<file path="src/rtl/sdram_port_arbiter.sv">
// sdram_port_arbiter
//   Shares the single SDRAM command port between the row-cache fill path
//   (reads) and the output-array drain path (writes). One beat is in flight
//   at a time. Contended bursts are bounded to BURST_LEN beats, with
//   round-robin hand-over between the two requesters.
//
//   Handshake: a requester raises *_req with stable address/data and holds
//   them until its one-cycle *_done pulse. The arbiter raises one SDRAM
//   enable (level) with registered address/data and holds everything until
//   dataRead_sdram=1 while in a command state. dataRead_sdram is ignored in
//   any other state.
//
//   Ports:
//     clk, rst         rising-edge clock, synchronous active-high reset
//     rd_req/rd_addr   read request in; rd_done pulse + rd_data out
//     wr_req/wr_addr/wr_data  write request in; wr_done pulse out
//     read_en_sdram, write_en_sdram, sdram_addr, sdram_wdata  SDRAM command
//     sdram_rdata, dataRead_sdram  SDRAM read data and ack
//     timeout_err      one-cycle pulse on watchdog abort
//     state_dbg        FSM state: 0 IDLE, 1 RD_CMD, 2 WR_CMD, 3 DONE
//
//   Optional feature: define ARB_TIMEOUT_EN to enable the ack watchdog.
//   It aborts a command after TIMEOUT_CYC cycles without an ack. Without
//   the macro a command waits for its ack forever and timeout_err is tied 0.
module sdram_port_arbiter #(
  parameter int ADDR_W      = 24,
  parameter int DATA_W      = 16,
  parameter int BURST_LEN   = 4,
  parameter int TIMEOUT_CYC = 255
) (
  input  logic              clk,
  input  logic              rst,
  input  logic              rd_req,
  input  logic [ADDR_W-1:0] rd_addr,
  output logic              rd_done,
  output logic [DATA_W-1:0] rd_data,
  input  logic              wr_req,
  input  logic [ADDR_W-1:0] wr_addr,
  input  logic [DATA_W-1:0] wr_data,
  output logic              wr_done,
  output logic              read_en_sdram,
  output logic              write_en_sdram,
  output logic [ADDR_W-1:0] sdram_addr,
  output logic [DATA_W-1:0] sdram_wdata,
  input  logic [DATA_W-1:0] sdram_rdata,
  input  logic              dataRead_sdram,
  output logic              timeout_err,
  output logic [1:0]        state_dbg
);

  if (BURST_LEN < 1 || TIMEOUT_CYC < 1) begin : g_param_check
    $error("sdram_port_arbiter: BURST_LEN and TIMEOUT_CYC must be >= 1");
  end

  localparam logic [1:0] S_IDLE   = 2'd0;
  localparam logic [1:0] S_RD_CMD = 2'd1;
  localparam logic [1:0] S_WR_CMD = 2'd2;
  localparam logic [1:0] S_DONE   = 2'd3;

  localparam int              CNT_W     = $clog2(BURST_LEN + 1);
  localparam logic [CNT_W-1:0] BURST_MAX = CNT_W'(BURST_LEN);

  logic [1:0]       state;
  logic [CNT_W-1:0] burst_cnt;  // beats given to last_rd's side since it last took over
  logic             last_rd;    // 1: the read side was served last
  logic             cur_rd;     // owner of the beat in flight
  logic             stay;
  logic             grant_rd;
  logic             grant_any;

`ifdef ARB_TIMEOUT_EN
  localparam int              WD_W    = $clog2(TIMEOUT_CYC + 1);
  localparam logic [WD_W-1:0] WD_LAST = WD_W'(TIMEOUT_CYC - 1);
  logic [WD_W-1:0] wd_cnt;
`else
  assign timeout_err = 1'b0;
`endif

  assign state_dbg = state;

  // Tie-break. A burst count of 0 means no burst is running (only true
  // after reset), so the tie goes away from last_served. Reset leaves
  // last_served at the write side, so the read side wins the first tie.
  always_comb begin
    stay      = (burst_cnt != '0) && (burst_cnt < BURST_MAX);
    grant_any = rd_req | wr_req;
    grant_rd  = rd_req;
    if (rd_req && wr_req) begin
      grant_rd = stay ? last_rd : ~last_rd;
    end
  end

  always_ff @(posedge clk) begin
    if (rst) begin
      state          <= S_IDLE;
      burst_cnt      <= '0;
      last_rd        <= 1'b0;
      cur_rd         <= 1'b0;
      rd_done        <= 1'b0;
      wr_done        <= 1'b0;
      rd_data        <= '0;
      read_en_sdram  <= 1'b0;
      write_en_sdram <= 1'b0;
      sdram_addr     <= '0;
      sdram_wdata    <= '0;
`ifdef ARB_TIMEOUT_EN
      wd_cnt         <= '0;
      timeout_err    <= 1'b0;
`endif
    end else begin
      rd_done <= 1'b0;
      wr_done <= 1'b0;
`ifdef ARB_TIMEOUT_EN
      timeout_err <= 1'b0;
`endif
      case (state)
        S_IDLE: begin
          if (grant_any) begin
            cur_rd         <= grant_rd;
            sdram_addr     <= grant_rd ? rd_addr : wr_addr;
            read_en_sdram  <= grant_rd;
            write_en_sdram <= ~grant_rd;
            state          <= grant_rd ? S_RD_CMD : S_WR_CMD;
            if (!grant_rd) sdram_wdata <= wr_data;
            // A new owner starts its own burst from zero.
            if (grant_rd != last_rd) burst_cnt <= '0;
`ifdef ARB_TIMEOUT_EN
            wd_cnt <= '0;
`endif
          end
        end
        S_RD_CMD, S_WR_CMD: begin
          if (dataRead_sdram) begin
            if (state == S_RD_CMD) rd_data <= sdram_rdata;
            read_en_sdram  <= 1'b0;
            write_en_sdram <= 1'b0;
            // Done pulses are registered here so they coincide with DONE.
            rd_done        <= cur_rd;
            wr_done        <= ~cur_rd;
            state          <= S_DONE;
          end
`ifdef ARB_TIMEOUT_EN
          else if (wd_cnt == WD_LAST) begin
            read_en_sdram  <= 1'b0;
            write_en_sdram <= 1'b0;
            timeout_err    <= 1'b1;
            state          <= S_IDLE;
            // Mark the aborted side as served with an exhausted burst so
            // the other side wins the next tie.
            last_rd        <= cur_rd;
            burst_cnt      <= BURST_MAX;
          end else begin
            wd_cnt <= wd_cnt + 1'b1;
          end
`endif
        end
        S_DONE: begin
          last_rd <= cur_rd;
          if (burst_cnt < BURST_MAX) burst_cnt <= burst_cnt + 1'b1;
          state <= S_IDLE;
        end
        default: state <= S_IDLE;
      endcase
    end
  end

endmodule

</file>
<file path="config.mk">
export PLATFORM = sky130hd
export DESIGN_NAME = sdram_port_arbiter
export DESIGN_NICKNAME = d
export VERILOG_FILES = /design/src/rtl/sdram_port_arbiter.sv
export SDC_FILE = /design/constraint.sdc
export NUM_CORES = 1
export LEC_CHECK = 0
export BUFFER_PORTS_ARGS = -buffer_cell sky130_fd_sc_hd__buf_2
export CORE_ASPECT_RATIO = 0.8
export CORE_MARGIN = 8
export CORE_UTILIZATION = 50
export CTS_BUF_LIST = sky130_fd_sc_hd__clkbuf_4 sky130_fd_sc_hd__clkbuf_8
export DETAILED_ROUTE_END_ITERATION = 12
export MAX_ROUTING_LAYER = met4
export PLACE_DENSITY = 0.88
export RECOVER_POWER = 25
export SLEW_MARGIN = 0
export SYNTH_ARGS = -nofsm -noshare
export SYNTH_HDL_FRONTEND = slang
export SYNTH_SLANG_ARGS = --single-unit
</file>
<file path="constraint.sdc">
create_clock -name clk -period 2.9 [get_ports clk]
set_input_delay 0 -clock clk [delete_from_list [all_inputs] [get_ports clk]]
set_output_delay 0 -clock clk [all_outputs]
set_load 0.01 [all_outputs]
</file>
==> run metrics, run 1 <==
status=finished, final reports clean; worst vdd ir=0.451 mV; routed length per instance=17.2 µm; gpl congestion=0.804; register area=1340 µm²; hold slack=132 ps; number of synthesized flops with an enable pin=0; Yosys cell types=36; port buffer count=146; routed vias/inst=5.37; sequential area share after synthesis=48.2%; Initial Util=51.5%; largest net degree at the start of global routing=50; worst path arrival time=3000 ps; CTS tree=built; critical path launch point type=register; post-synthesis register bit count=67; Post-Syn Area=2780 µm²; drt first pass iters=5; final hold violation count=0; Skew-Pair Late Insertion Delay=340 ps; YS warnings=0; H-tree depth reported by CTS=3; Hold Crit Class=in -> reg; DIE HEIGHT=82.7 µm; Yosys top cell by area=dfxtp_1; leakage power=1.99 nW; met3 wire length=673 µm; critical path fanouts, max=24; post-synth top area share=48.2%; top-count cell post-synth=nand2_1; Period Utilization, post-route=93.7%; syn nets=422; commonest cells in the netlist=87 x nand2_1, 67 x dfxtp_1, 27 x o21ai_0; reg2reg start=burst_cnt[0]; metal2 WL=5570 µm; Die X=99.4 µm; Max Cap Violations=0; Layout area overhead=60.3%; worst slew pin tran=1110 ps; vias in the first global route=3,367; Root Buffer=clkbuf_8; clock skew=10.6 ps; hold worst-path end=burst_cnt[2]; vias=3,332; Core Rows=24; Non-Filler Instances=620; I/O pin count=148; RSZ-0062 raised after global routing=false; Final setup viols=0; Fmax=368 MHz; Routed Antenna Nets=0; initial antenna violation count=1; area occupied by multi-input gates=1290 µm²; relative slew slack=25.7%; top_reg_cell synth=dfxtp_1; Max Buffers Root-to-Sink=2; Critical Path RT=3180 ps; die area=8220 µm²; WL met1=4110 µm; layout cell share with drive strength beyond 1=25.0%; CTS clk-pin slew, worst paths=80 ps; cell area power density=740 nW/µm²; max-slew violations=0; register-to-register setup slack=180 ps; final instance area=4460 µm²; TritonCTS Buffers=9; first-pass GRT wire length=16,900 µm; Cells after DPL=520; Avg Inst Size Synth=8.38 µm²; async set or reset register ratio after synthesis=0%; Top Metal Used=met4; hold depth=4; worst r2r path cells=7; GRT Total Usage=26.7%; final wirelength=10,700 µm; crit end category=register; reg2reg end=sdram_addr[21]; drt initial violations=153; Crit Path Category=reg -> reg; main area contributors after synthesis=dfxtp_1 48%, nand2_1 12%, mux2i_1 6.1%, a31oi_1 5.4%, o21ai_0 4.9%; final core utilization=82.5%; DRC=0; nets@finish=637; post-DP HPWL=5810 µm; fillers=330; placed inst area=3480 µm²; total gr overflow=0; post-synthesis cell count=332; setup tns final=0 ps; Core Box Area=5410 µm²; clk sinks=67; hold_sp=wr_req; Tmin final=2720 ps
==> layout by cell type, fill, tap and decap left out, types with 2 or more instances in the layout <==
cell and count:
buf_4 2, nand2b_1 2, o21ai_1 2, dlygate4sd3_1 81
buf_2 114, clkbuf_8 10, nand3_1 3, o21ai_0 27
a31oi_1 24, diode_2 3, inv_1 7, a32o_1 3
clkinv_2 3, nor3b_1 3, o2111ai_1 2, nor2_1 20
dfxtp_1 67, nand2_1 87, clkbuf_1 32, ha_1 5
a21oi_1 21, mux2i_1 17, nor3_1 2
==> metal layers <==
layer / GRT usage, % / up-vias
li1: - / 1569
met1: 27.1 / 1568
met2: 48.7 / 165
met3: 6.11 / 30
met4: 12.7 / 0
met5: - / -
==> logic make-up (layout without fill, tap and decap cells) <==
logic type / after synthesis / count (layout) / synth area share [%]
flip-flops: 67 / 67 / 48.2
adder cells (fa/ha/maj): 5 / 5 / 2.25
AO/OA/AOI/OAI: 85 / 85 / 18.6
buffers and inverters: 32 / 252 / 5.58
multiplexers: 18 / 18 / 6.52
other: 1 / 4 / 0.135
AND/OR/NAND/NOR: 124 / 124 / 18.7
==> report_power, final <==
part	switching (mW)	total [mW]	internal (mW)
registers	0.127	1.25	1.13
logic	0.702	1.27	0.567
clock network	0.353	0.779	0.426
==> flip-flops by register name, indices dropped and copies added (netlist names), 2 cells and up <==
| name | flops |
|---|---|
| rd_data | 16 |
| sdram_wdata | 16 |
| state_dbg | 2 |
| sdram_addr | 24 |
| burst_cnt | 3 |
==> metrics by stage <==
step	worst slack (ps)	total power [mW]
global route	7.45	3.48
finish	183	3.30
detailed placement	676	2.26
floorplan	1050	1.90
CTS	226	3.25
global placement	795	2.24
==> layout make-up <==
type / count / area share, %
multi-input cells: 233 / 28.9
flip-flops and latches: 67 / 30.1
well taps: 65 / 1.82
repair buffers: 229 / 34.0
inverters: 7 / 0.589
clock inverters: 5 / 1.18
clock buffers: 11 / 3.26
diodes: 3 / 0.168
==> worst max-delay path: stages (launching register included) <==
cell,delay [ps]
dfxtp_1,340
inv_1,60
ha_1,240
nor2_1,110
o211ai_2,900
nand2_1,140
a31oi_1,240
dlygate4sd3_1,600
==> what timing repair did <==
action,CTS,global route
hold endpoints to repair,58,0
setup endpoints to repair,0,4
resized for setup,0,1
hold buffers,81,0
buffers inserted,0,0
==> worst max-delay path by stage <==
stage / from / slack [ps] / cells past startpoint / to
2_1_floorplan: burst_cnt[0] / 1050 / 7 / sdram_wdata[6]
3_3_place_gp: burst_cnt[0] / 800 / 6 / state_dbg[0]
3_5_place_dp: burst_cnt[0] / 680 / 6 / state_dbg[0]
4_1_cts: burst_cnt[0] / 230 / 7 / sdram_addr[22]
5_1_grt: burst_cnt[0] / 7 / 7 / sdram_addr[21]
6_report: burst_cnt[0] / 180 / 7 / sdram_addr[21]
No activity file was read; power rests on OpenSTA's default activity.
==> run 2: changes to the inputs <==
--- a/config.mk
+++ b/config.mk
@@ -5,10 +5,11 @@
 export SDC_FILE = /design/constraint.sdc
 export NUM_CORES = 1
 export LEC_CHECK = 0
+export ABC_AREA = 1
 export BUFFER_PORTS_ARGS = -buffer_cell sky130_fd_sc_hd__buf_2
 export CORE_ASPECT_RATIO = 0.8
-export CORE_MARGIN = 8
-export CORE_UTILIZATION = 50
+export CORE_MARGIN = 5
+export CORE_UTILIZATION = 51
 export CTS_BUF_LIST = sky130_fd_sc_hd__clkbuf_4 sky130_fd_sc_hd__clkbuf_8
 export DETAILED_ROUTE_END_ITERATION = 12
 export MAX_ROUTING_LAYER = met4
==> run 2 against run 1 <==
Net effect: via count grew 3.3%; clock skew is 1.1 ps lower; register-to-register slack improved by 310 ps; sequential share of layout area is 0.80 points lower; clock power increased by 22%; total power grew 17%; clock-buffer cell count down 1; combinational power grew 26%; global-route usage rose by 0.21 points; critical endpoint is now sdram_addr[1]; largest power group unchanged.
==> run metrics, run 2 <==
status=finished, final reports clean; cell area power density=844 nW/µm² (+14%); max-slew violations=0 (unchanged); Period Utilization, post-route=83.1% (-11 points); routed length per instance=14.6 µm (-15%); Hold Crit Class=in -> reg; worst r2r path cells=9 (+2); largest net degree at the start of global routing=51 (+2.0%); I/O pin count=148 (unchanged); placed inst area=3710 µm² (+6.6%); adder-cell share of the synthesized area=2.11% (-0.14 points); Yosys top cell by area=dfxtp_1; reg2reg end=sdram_addr[1]; register-to-register setup slack=490 ps (+310 ps); Layout area overhead=54.3%; critical path launch point type=register; Post-Syn Area=2970 µm² (+6.7%); sequential area share after synthesis=45.2% (-3.0 points); GRT Total Usage=26.9% (+0.21 points); Post-CTS Resized=0 (unchanged); Compound-Gate Fraction of Synth Area=16.3% (-2.3 points); routed vias/inst=5.09 (-5.2%); Yosys cell types=28 (-22%); Max Buffers Root-to-Sink=2 (unchanged); xor/xnor share of the synthesized area=0% (unchanged); port buffer count=146 (unchanged); die area=7450 µm² (-9.3%); RSZ-0062 raised after global routing=false; Non-Filler Instances=676 (+9.0%); multiplexer share of the synthesized area=0% (-6.5 points); DIE HEIGHT=78.2 µm (-5.4%); syn nets=477 (+13%); Final setup viols=0 (unchanged); clock skew=9.52 ps (-1.08 ps); commonest cells in the netlist=86 x nand2_1, 67 x dfxtp_1, 38 x nor2_1; max reg flops=24 (unchanged); critical path fanouts, max=50 (+110%); main area contributors after synthesis=dfxtp_1 45%, nand2_1 11%, o211ai_1 6.6%, nand3_1 5.9%, nor2_1 4.8%; Post-Synth Simple-Gate Area=26.9% (+8.2 points); total gr overflow=0 (unchanged); nets@finish=680 (+6.8%); leakage power=2.19 nW (+10%); DRC=0 (unchanged); Die X=95.3 µm (-4.1%); reg2reg start=state_dbg[1]; most flop-heavy register=sdram_addr; number of synthesized flops with an enable pin=0 (unchanged); hold depth=5 (+1); CTS tree=built; setup tns final=0 ps (unchanged); hold_sp=rd_addr[0]; relative slew slack=65.1% (+39 points); Tmin final=2410 ps (-308 ps); post-synthesis register bit count=67 (unchanged); Fmax=415 MHz (+13%); YS warnings=0 (unchanged); Hold-fix buffers, CTS=65 (-20%); worst slew pin tran=523 ps (-587 ps); gpl congestion=0.807 (+0.37%); post-DP HPWL=5690 µm (-2.0%); worst vdd ir=0.507 mV (+12%); Initial Util=53.4% (+2.0 points); Root Buffer=clkbuf_8; Core Box Area=5560 µm² (+2.8%); final instance area=4580 µm² (+2.7%); post-synthesis cell count=387 (+17%); vias=3,443 (+3.3%); Skew-Pair Late Insertion Delay=330 ps (about the same); hold slack=8.84 ps (-123 ps); hold worst-path end=sdram_addr[0]; H-tree depth reported by CTS=3 (unchanged); Core Rows=24 (unchanged); Avg Inst Size Synth=7.67 µm² (-8.5%); most frequent cells in the layout=114 x buf_2, 86 x nand2_1, 67 x dfxtp_1; postcts setup bufs=0 (unchanged); main combinational cell family by area after synthesis=simple AND/OR/NAND/NOR gates; TritonCTS Buffers=9 (unchanged); PnR worst setup slack=491 ps (+308 ps); clk sinks=67 (unchanged); Cells after DPL=592 (+14%); Crit Path Category=reg -> reg; Routed Antenna Nets=0 (unchanged); drt initial violations=137 (-10%); Top Registers=sdram_addr (24), rd_data (16), sdram_wdata (16); initial antenna violation count=1 (unchanged); pre-CTS setup slack=886 ps (+210 ps); Pwr Total=3.86 mW (+17%); top-count cell post-synth=nand2_1; vias in the first global route=3,372 (+0.15%); post-synth top area share=45.2% (-3.0 points); async set or reset register ratio after synthesis=0% (unchanged); top_reg_cell synth=dfxtp_1; drt first pass iters=5 (unchanged); CTS clk-pin slew, worst paths=70 ps (about the same); Critical Path RT=3130 ps (-50 ps); layout cell share with drive strength beyond 1=26.9% (+1.9 points); crit end category=register; final wirelength=9850 µm (-7.9%); commonest non-fill, non-tap cell in the layout=buf_2; worst path arrival time=2640 ps (-360 ps); Max Cap Violations=0 (unchanged); final core utilization=82.4% (about the same); final hold violation count=0 (unchanged); first-pass GRT wire length=15,400 µm (-8.7%)
[run 2: worst max-delay path by stage]
stage                       startpoint              end  slack [ps]  cells past startpoint
after floorplan           burst_cnt[0]  sdram_wdata[10]        1170                     13
after global routing      state_dbg[1]   sdram_addr[15]         330                      9
after detailed placement  burst_cnt[0]   sdram_wdata[6]         890                     12
final                     state_dbg[1]    sdram_addr[1]         490                      9
after global placement    burst_cnt[0]  sdram_wdata[13]         990                     12
after CTS                 state_dbg[0]   sdram_addr[11]         570                      9
[run 2: cells by family (layout without fill, tap and decap cells)]
logic type / Yosys count / in the layout
AND/OR/NAND/NOR: 175 / 175
AO/OA/AOI/OAI: 75 / 75
flip-flops: 67 / 67
buffers and inverters: 64 / 272
adder cells (fa/ha/maj): 5 / 5
other: 1 / 4
[run 2: where the power goes]
part / leakage, nW / switching [mW] / internal, mW
Sequential: 0.551 / 0.151 / 1.17
Combinational: 1.52 / 0.973 / 0.627
Clock: 0.126 / 0.351 / 0.596
Total: 2.19 / 1.48 / 2.39
[run 2: metal layers]
layer	track usage (%)	vias up	share of wire, %
met5	-	-	0
met4	12.1	0	2.6
met3	5.93	21	7.9
met2	47.9	165	51
met1	28.1	1579	39
li1	-	1678	-
[run 2: worst max-delay path: stages (launching register included)]
cell           delay (ps)
dfxtp_1               360
inv_1                 100
ha_1                  280
inv_1                 160
nor2_4                120
buf_4                 400
nand3_1               140
dlygate4sd3_1         580
o211ai_1               80
inv_1                  50
[run 2: cell type report]
| type | count | area (µm²) |
|---|---|---|
| Sequential cell | 67 | 1340 |
| Clock buffer | 10 | 138 |
| Tap cell | 78 | 97.6 |
| Multi-Input combinational cell | 256 | 1360 |
| Timing Repair Buffer | 215 | 1370 |
| Fill cell | 361 | 976 |
| Antenna cell | 3 | 7.51 |
| Clock inverter | 6 | 113 |
| Inverter | 41 | 156 |
==> run 3: changes to the inputs <==
--- a/config.mk
+++ b/config.mk
@@ -9,11 +9,11 @@
 export BUFFER_PORTS_ARGS = -buffer_cell sky130_fd_sc_hd__buf_2
 export CORE_ASPECT_RATIO = 0.8
 export CORE_MARGIN = 5
-export CORE_UTILIZATION = 51
+export CORE_UTILIZATION = 43
 export CTS_BUF_LIST = sky130_fd_sc_hd__clkbuf_4 sky130_fd_sc_hd__clkbuf_8
 export DETAILED_ROUTE_END_ITERATION = 12
 export MAX_ROUTING_LAYER = met4
-export PLACE_DENSITY = 0.88
+export PLACE_DENSITY = 0.79
 export RECOVER_POWER = 25
 export SLEW_MARGIN = 0
 export SYNTH_ARGS = -nofsm -noshare
==> constraint.sdc (replaced) <==
create_clock -name clk -period 2.15 [get_ports clk]
set_input_delay 0 -clock clk [delete_from_list [all_inputs] [get_ports clk]]
set_output_delay 0 -clock clk [all_outputs]
set_load 0.01 [all_outputs]
==> run 3 against run 2 <==
Net effect: critical endpoint is now sdram_wdata[0]; first-iteration DRC count fell by 8.0%; register-to-register slack got worse by 250 ps; critical path type unchanged; setup slack got worse by 250 ps; highest routed layer unchanged; clock power rose by 27%.
==> run metrics, run 3 (synthesis gave the netlist of run 2 again) <==
pre-CTS setup slack=177 ps (-709 ps); DRC=0 (unchanged); max-slew violations=0 (unchanged); worst r2r path cells=12 (+3); M1 GR Usage=24.2% (-3.9 points); TritonCTS Buffers=9 (unchanged); vias=3,354 (-2.6%); Top Registers=sdram_addr (24), rd_data (16), sdram_wdata (16); total gr overflow=0 (unchanged); Layout area overhead=54.8%; cell area power density=1100 nW/µm² (+30%); PnR worst setup slack=238 ps (-254 ps); worst slew pin tran=526 ps (+2.16 ps); Initial Util=43.7% (-9.7 points); Fmax=523 MHz (+26%); met2 Track Usage GR=35.9% (-12 points); Worst path slowest cell=dfxtp_1; nets@finish=683 (+0.44%); status=finished, final reports clean; drt first pass iters=4 (-1); commonest non-fill, non-tap cell in the layout=buf_2; relative slew slack=65.0% (-0.14 points); Critical Path RT=2420 ps (-710 ps); Core Box Area=6790 µm² (+22%); Post-CTS Resized=0 (unchanged); DIE HEIGHT=84.3 µm (+7.8%); final hold violation count=0 (unchanged); routed vias/inst=4.90 (-3.9%); crit end category=register; H-tree depth reported by CTS=3 (unchanged); most flop-heavy register=sdram_addr; Core Rows=27 (+13%); Pwr Total=5.04 mW (+31%); drt initial violations=126 (-8.0%); Tmin final=1910 ps (-496 ps); Max Buffers Root-to-Sink=2 (unchanged); met3 Usage GRT=5.81% (-0.11 points); clock skew=9.07 ps (-0.453 ps); final instance area=4600 µm² (+0.36%); die area=8670 µm² (+16%); port buffer count=146 (unchanged); routed length per instance=13.6 µm (-6.8%); Crit path buffers/inverters=4 (-1); I/O pin count=148 (unchanged); critical path cell sequence=inv_1, ha_1, inv_1, nand2_1, nand2_1, nand2_2, o21ai_4, inv_4, nor2_8, buf_4, nand3_1, a21oi_1; layout cell share with drive strength beyond 1=27.4% (+0.53 points); clk sinks=67 (unchanged); delay-heaviest family, CP=simple AND/OR/NAND/NOR gates; GRT Total Usage=21.6% (-5.3 points); Die X=103 µm (+8.0%); most frequent cells in the layout=114 x buf_2, 86 x nand2_1, 67 x dfxtp_1; Crit Path Category=reg -> reg; Period Utilization, post-route=88.9% (+5.9 points); post-DP HPWL=5670 µm (-0.43%); critical path fanouts, max=28 (-44%); gr busiest metal=met2; Max Cap Violations=0 (unchanged); Routed Antenna Nets=0 (unchanged); max reg flops=24 (unchanged); final wirelength=9300 µm (-5.6%); setup tns final=0 ps (unchanged); leakage power=2.21 nW (+0.90%); CP Depth=12 (+3); gpl congestion=0.849 (+5.2%); initial antenna violation count=0 (-1); # diodes=0 (-3); critical path launch point type=register; RSZ-0062 raised after global routing=false; CTS clk-pin slew, worst paths=80 ps (about the same); largest net degree at the start of global routing=51 (unchanged); worst vdd ir=0.503 mV (-0.67%); worst path arrival time=2180 ps (-460 ps); vias in the first global route=3,273 (-2.9%); Skew-Pair Late Insertion Delay=340 ps (about the same); first-pass GRT wire length=14,700 µm (-4.7%); Root Buffer=clkbuf_8; fillers=542 (+50%); placed inst area=3750 µm² (+1.0%); hold depth=5 (unchanged); Final setup viols=0 (unchanged); CTS tree=built; max incr delay on CP=350 ps (-230 ps); Hold Crit Class=in -> reg
## run 3: path summary, 6_finish.rpt
| kind | slack (ps) | end | startpoint |
|---|---|---|---|
| max | 240 | sdram_wdata[0] | burst_cnt[0] |
| min | 7 | sdram_addr[8] | wr_addr[8] |
| max reg2reg | 240 | sdram_wdata[0] | burst_cnt[0] |
| min reg2reg | 450 | wr_done | cur_rd |
## run 3: where the power goes
part / total [mW] / internal, mW / switching [mW]
logic: 2.08 / 0.810 / 1.27
clock network: 1.20 / 0.704 / 0.492
registers: 1.76 / 1.57 / 0.190
total: 5.04 / 3.09 / 1.96
## run 3: repair_timing
action                                  4_1_cts  5_1_grt
hold endpoints to repair                     54        0
hold buffers                                 64        0
buffers inserted                              0        2
endpoints found under the setup margin        0        2
## run 3: area by class of cell
| cell class | instances | area, µm² | share of cell area (%) |
|---|---|---|---|
| clock inverters | 5 | 85.1 | 1.85 |
| clock buffers | 11 | 145 | 3.16 |
| flip-flops and latches | 67 | 1340 | 29.2 |
| repair buffers | 218 | 1400 | 30.5 |
| inverters | 41 | 156 | 3.40 |
| multi-input cells | 256 | 1360 | 29.5 |
| well taps | 87 | 109 | 2.37 |
## run 3: metal layers
metal / vias to the layer above / share of wire [%]
met5: - / 0
met4: 0 / 3.9
met3: 36 / 5.5
met2: 124 / 51
met1: 1518 / 40
li1: 1676 / -
## run 3: per-stage QoR
stage / util, % / instances / hold WS (ps)
finish: 67.7 / 685 / 6.79
global route: 67.7 / 685 / 8.09
CTS: 68.0 / 683 / 0.860
detailed placement: 55.2 / 603 / 256
global placement: 55.2 / 603 / 252
floorplan: - / 387 / 136
## run 3: tightest hold or removal path: cells and delay by family
kind	cells	cell delay, ps
buf+inv	2	130
simple gates	2	110
compound gates	1	80
